[config.mk]
export PLATFORM = sky130hd
export DESIGN_NAME = conv2d_engine
export DESIGN_NICKNAME = d
export VERILOG_FILES = /design/src/rtl/conv2d_engine.sv
export SDC_FILE = /design/constraint.sdc
export NUM_CORES = 2
export LEC_CHECK = 0
export ABC_CLOCK_PERIOD_IN_PS = 8800
export BUFFER_PORTS_ARGS = -buffer_cell sky130_fd_sc_hd__buf_4
export CAP_MARGIN = 15
export CORE_AREA = 2 2 196 198
export DETAILED_ROUTE_END_ITERATION = 12
export DIE_AREA = 0 0 198 200
export GPL_TIMING_DRIVEN = 0
export PLACE_DENSITY = 0.9
export SYNTH_ARGS = -nofsm -noshare
export SYNTH_HDL_FRONTEND = slang
export SYNTH_SLANG_ARGS = --single-unit
[constraint.sdc]
create_clock -name clk -period 8.8 [get_ports clk]
set_clock_uncertainty 0.15 [all_clocks]
set_input_delay 0.88 -clock clk [delete_from_list [all_inputs] [get_ports clk]]
set_output_delay 0.88 -clock clk [all_outputs]
set_load 0.02 [all_outputs]
[src/rtl/conv2d_engine.sv]
// conv2d_engine: sequences pixel/kernel reads over all input channels,
// accumulates signed products and emits one result per output pixel.
// Ports: clk, rst (sync, active-high), start, relu_en, *_base_addr,
// in_pix/kernel_weight (read data), addrA/addrB/rd_en (read side),
// out_pix/result_addr/out_valid/out_ready (result port), busy, completed.
module conv2d_engine #(
  parameter int IMG_W  = 48,
  parameter int IMG_H  = 48,
  parameter int K      = 3,
  parameter int STRIDE = 1,
  parameter int IN_CH  = 1,
  parameter int DATA_W = 16,
  parameter int ACC_W  = 32,
  parameter int ADDR_W = 14
) (
  input  logic                     clk,
  input  logic                     rst,
  input  logic                     start,
  input  logic                     relu_en,
  input  logic [ADDR_W-1:0]        pix_base_addr,
  input  logic [ADDR_W-1:0]        kernel_base_addr,
  input  logic [ADDR_W-1:0]        result_base_addr,
  input  logic signed [DATA_W-1:0] in_pix,
  input  logic signed [DATA_W-1:0] kernel_weight,
  output logic [ADDR_W-1:0]        addrA,
  output logic [ADDR_W-1:0]        addrB,
  output logic                     rd_en,
  output logic signed [ACC_W-1:0]  out_pix,
  output logic [ADDR_W-1:0]        result_addr,
  output logic                     out_valid,
  input  logic                     out_ready,
  output logic                     busy,
  output logic                     completed
);

  localparam int OUT_W = (IMG_W - K) / STRIDE + 1;
  localparam int OUT_H = (IMG_H - K) / STRIDE + 1;
  localparam int CW    = 16;

  localparam logic [2:0] S_IDLE  = 3'd0;
  localparam logic [2:0] S_FETCH = 3'd1;
  localparam logic [2:0] S_DRAIN = 3'd2;
  localparam logic [2:0] S_WRITE = 3'd3;
  localparam logic [2:0] S_DONE  = 3'd4;

  localparam logic [CW-1:0] KM1  = CW'(K - 1);
  localparam logic [CW-1:0] CM1  = CW'(IN_CH - 1);
  localparam logic [CW-1:0] OWM1 = CW'(OUT_W - 1);
  localparam logic [CW-1:0] OHM1 = CW'(OUT_H - 1);

  localparam logic [ADDR_W-1:0] A_PLANE = ADDR_W'(IMG_W * IMG_H);
  localparam logic [ADDR_W-1:0] A_IMGW  = ADDR_W'(IMG_W);
  localparam logic [ADDR_W-1:0] A_KK    = ADDR_W'(K * K);
  localparam logic [ADDR_W-1:0] A_K     = ADDR_W'(K);
  localparam logic [ADDR_W-1:0] A_S     = ADDR_W'(STRIDE);
  localparam logic [ADDR_W-1:0] A_OW    = ADDR_W'(OUT_W);

  logic [2:0]              r_state;
  logic [CW-1:0]           r_kx, r_ky, r_c, r_ox, r_oy;
  logic [ADDR_W-1:0]       r_pbase, r_kbase, r_rbase;
  logic                    r_relu;
  logic                    r_vld, r_first;
  logic signed [ACC_W-1:0] r_acc;

  logic                    w_tap_last;
  logic [ADDR_W-1:0]       w_row, w_col;
  logic signed [2*DATA_W-1:0] w_pa, w_pb, w_prod;

  assign w_tap_last = (r_kx == KM1) && (r_ky == KM1) && (r_c == CM1);

  assign w_row = ADDR_W'(r_oy) * A_S + ADDR_W'(r_ky);
  assign w_col = ADDR_W'(r_ox) * A_S + ADDR_W'(r_kx);

  assign addrA = r_pbase + ADDR_W'(r_c) * A_PLANE + w_row * A_IMGW + w_col;
  assign addrB = r_kbase + ADDR_W'(r_c) * A_KK + ADDR_W'(r_ky) * A_K
               + ADDR_W'(r_kx);
  assign result_addr = r_rbase + ADDR_W'(r_oy) * A_OW + ADDR_W'(r_ox);

  // Full-width product is exact in 2*DATA_W bits.
  assign w_pa   = (2*DATA_W)'(in_pix);
  assign w_pb   = (2*DATA_W)'(kernel_weight);
  assign w_prod = w_pa * w_pb;

  assign rd_en     = (r_state == S_FETCH);
  assign out_valid = (r_state == S_WRITE);
  assign busy      = (r_state == S_FETCH) || (r_state == S_DRAIN)
                  || (r_state == S_WRITE);
  assign completed = (r_state == S_DONE);
  assign out_pix   = (r_relu && r_acc[ACC_W-1]) ? '0 : r_acc;

  always_ff @(posedge clk) begin
    if (rst) begin
      r_state <= S_IDLE;
      r_kx    <= '0;
      r_ky    <= '0;
      r_c     <= '0;
      r_ox    <= '0;
      r_oy    <= '0;
      r_pbase <= '0;
      r_kbase <= '0;
      r_rbase <= '0;
      r_relu  <= 1'b0;
      r_vld   <= 1'b0;
      r_first <= 1'b0;
      r_acc   <= '0;
    end else begin
      // Read data lags the address by one cycle.
      r_vld   <= (r_state == S_FETCH);
      r_first <= (r_state == S_FETCH) && (r_kx == '0)
              && (r_ky == '0) && (r_c == '0);
      if (r_vld)
        r_acc <= (r_first ? '0 : r_acc) + ACC_W'(w_prod);

      unique case (r_state)
        S_IDLE: begin
          if (start) begin
            r_pbase <= pix_base_addr;
            r_kbase <= kernel_base_addr;
            r_rbase <= result_base_addr;
            r_relu  <= relu_en;
            r_kx    <= '0;
            r_ky    <= '0;
            r_c     <= '0;
            r_ox    <= '0;
            r_oy    <= '0;
            r_state <= S_FETCH;
          end
        end
        S_FETCH: begin
          if (r_kx == KM1) begin
            r_kx <= '0;
            if (r_ky == KM1) begin
              r_ky <= '0;
              r_c  <= (r_c == CM1) ? '0 : r_c + 1'b1;
            end else begin
              r_ky <= r_ky + 1'b1;
            end
          end else begin
            r_kx <= r_kx + 1'b1;
          end
          if (w_tap_last)
            r_state <= S_DRAIN;
        end
        S_DRAIN: r_state <= S_WRITE;
        S_WRITE: begin
          if (out_ready) begin
            if (r_ox == OWM1) begin
              r_ox <= '0;
              if (r_oy == OHM1) begin
                r_oy    <= '0;
                r_state <= S_DONE;
              end else begin
                r_oy    <= r_oy + 1'b1;
                r_state <= S_FETCH;
              end
            end else begin
              r_ox    <= r_ox + 1'b1;
              r_state <= S_FETCH;
            end
          end
        end
        S_DONE:  r_state <= S_IDLE;
        default: r_state <= S_IDLE;
      endcase
    end
  end

endmodule

==> flow_summary.ini <==
[status]
status = completed

[floorplan]
core_area_sq_mm = 0.0374
start_util_pct = 63.4
dieWidth_um = 198
dieHeight_um = 200
ioPinCount = 157
rows = 71
die_area_sq_mm = 0.0396

[critical_path]
critPathCaptureType = register
crit_type = primary input to register
cp_max_fo = 10
cp.arrival_ns = 7.34
crit_required_ns = 9.00
start_kind = primary input

[sta]
finalSetupViolCount = 0
fmax_ghz = 0.140
timing.hold.ws_ns = 0.305
fin_setup_tns_ns = 0
hold_viol = 0
final.period_utilization_pct = 81.2
tightest_slew_ns = 0.933
rsz0062_at_grt = false
fin_crit_ns = 7.14
max-slew-margin-rel_pct = 37.8
drv_slew = 0
setup_slack_ns = 1.66

[detailed_routing]
drcViolationCount = 0
dr_wl_met2_um = 31500
firstDrtPassIters = 5
viasPerCell = 5.62
routed.top_layer = met4
drtIter0Drc = 1590
wl_um = 63500
dr_wl_met3_um = 4690
ant_nets = 0
vias = 19200
wl_per_cell_um = 18.6
wl_met1_um = 23900

[pwr]
internal_power_uw = 4540
comb_power_share_pct = 83.3
power_density_mw_per_mm2 = 362
power_frac_seq_pct = 8.6
vdd_drop_max_uv = 378
swShare_pct = 52.0
p_clk_share_pct = 8.0
cellLeakagePower_uw = 0.0130
power_switching_uw = 4920

[logic_synthesis]
yosysWarnings = 0
synth_seq_area_share_pct = 13.5
async_reset_ff_share_pct = 0
yosys.area_share.simple_pct = 16.7
synth_compound_area_share_pct = 7.48
synth-edff-count = 0
synthXorXnorAreaFrac_pct = 6.02
yosys_register_bits = 160
muxShareOfSynthArea_pct = 0.971
syn-num-nets = 3405
yosysUniqueCellTypes = 78
synthCells = 2718
avgSynthCellArea_sq_um = 8.72
synthAdderAreaFrac_pct = 44.7
synthFlopType = dfxtp_1
syn_area_sq_mm = 0.0237
synth_top_family_by_area = adder cells

[final_layout]
diodes = 0
final_area_sq_mm = 0.0261
syn_to_final_growth_pct = 10.1
final_core_util_pct = 69.8
drive_above_1_share_pct = 7.64
fillers = 2738
layout.nets = 3580

[clock_tree]
postCtsSetupBuffers = 0
clk_latency_ns = 0.45
cts_buffer_depth = 2
cts-root-buf = clkbuf_16
htree_levels = 4
cts_hold_buf = 0
numClockSinks = 160
cts_tree = done
numCtsBuffers = 17
post_cts_resized = 0
clk_pin_slew_ns = 0.07

[global_routing]
grt_overflow = 0
grt_pass1_vias = 20500
grt_pass1_wl_um = 104000
antenna_found_initial = 0
grt_max_degree = 18
track_usage_pct = 34.0

[placement]
gp_congestion = 0.961
dp_hpwl_um = 53200
numPortBuffers = 156
dpl-instance-area_sq_mm = 0.0255
detailedPlace.worstSlack_ns = 1.27

[min_path]
hp-class = register to register

[flow_run]
maxCapViolCount = 0
-- flip-flops by register name, summed over array words and instances (netlist names) --
signal	count
r_acc	32
r_c	16
r_kx	16
r_ky	16
r_ox	16
r_oy	16
r_kbase	14
r_pbase	14
r_rbase	14
r_state	3
r_first	1
r_relu	1
r_vld	1
-- synthesized netlist by cell type, types with 18 or more instances --
cell type | n | share of area [%]
inv_1 | 581 | 9.2
fa_1 | 398 | 34
nand2_1 | 271 | 4.3
ha_1 | 210 | 11
nor2_1 | 173 | 2.7
dfxtp_1 | 160 | 14
and2_1 | 157 | 4.1
a21oi_1 | 130 | 2.7
xnor2_1 | 115 | 4.2
clkbuf_1 | 66 | 1.0
xor2_1 | 48 | 1.8
nor2b_1 | 40 | 1.1
o21ai_0 | 39 | 0.82
nand3_1 | 38 | 0.80
mux2i_1 | 23 | 0.97
a21o_1 | 22 | 0.70
nor3_1 | 22 | 0.46
nor4_1 | 19 | 0.50
nand2b_1 | 18 | 0.47
-- per-layer routing --
metal	track usage [%]	vias to the layer above
met5	0	-
met4	17.0	0
met3	5.14	223
met2	60.2	876
met1	40.5	9423
li1	-	8693
-- placed cells by master (no fill, tap or decap), types with 39 or more instances in the layout --
master and n:
a21oi_1 130, inv_1 581, nor2b_1 40, ha_1 210, fa_1 398, nor2_1 173, nand2_1 271, xnor2_1 115
dfxtp_1 160, clkbuf_1 66, o21ai_0 39, xor2_1 48, buf_4 157, and2_1 157
-- layout make-up --
cell class | instances | area (sq um) | area share, %
tap | 511 | 639 | 2.45
multi-input combinational | 1892 | 18000 | 68.9
clock buffer | 17 | 425 | 1.63
inverter | 584 | 2190 | 8.39
sequential | 160 | 3200 | 12.3
clock inverter | 15 | 169 | 0.647
timing repair buffer | 156 | 1170 | 4.48
buffer | 82 | 322 | 1.23
-- worst max-delay path: stages --
cell      delay, ns
buf_4          0.15
clkbuf_1       0.26
nand2_1        0.24
inv_1          0.10
fa_1           0.71
inv_1          0.11
fa_1           0.56
inv_1          0.29
fa_1           0.50
fa_1           0.52
fa_1           0.52
inv_1          0.07
fa_1           0.48
inv_1          0.05
ha_1           0.38
nand2_1        0.09
o21ai_0        0.18
a21oi_1        0.12
o21ai_0        0.26
nor3_1         0.08
nand2_1        0.09
a31oi_1        0.10
or4b_1         0.49
o311ai_1       0.10
-- logic make-up (layout without fill, tap and decap cells) --
logic type / after synthesis / count (layout)
buf+inv: 666 / 854
simple gates: 809 / 809
mux: 23 / 23
flops: 160 / 160
xor+xnor: 163 / 163
fa+ha+maj: 608 / 608
compound gates: 289 / 289
-- through the flow --
| stage | total power [uW] | instances |
|---|---|---|
| after floorplan | 6780 | 2718 |
| after global placement | 8250 | 3385 |
| after detailed placement | 8500 | 3385 |
| after CTS | 9370 | 3417 |
| after global routing | 10500 | 3417 |
| final | 9460 | 3417 |
-- power by group through the flow --
stage                     clock (uW)  sequential [uW]  combinational (uW)
final                            761              817                7880
after global routing             788              821                8840
after CTS                        759              816                7800
after detailed placement           0              833                7670
after global placement             0              831                7420
after floorplan                    0              813                5960
-- final timing paths --
kind	from	endpoint	slack [ns]	cells past startpoint
worst max-delay path	in_pix[15]	r_acc[29]	1.66	24
worst min-delay path	r_kbase[2]	r_kbase[2]	0.30	2
worst max register to register	r_first	r_acc[29]	2.57	23
worst min register to register	r_kbase[2]	r_kbase[2]	0.30	2
Note: power is estimated with default switching activity, not from simulation.
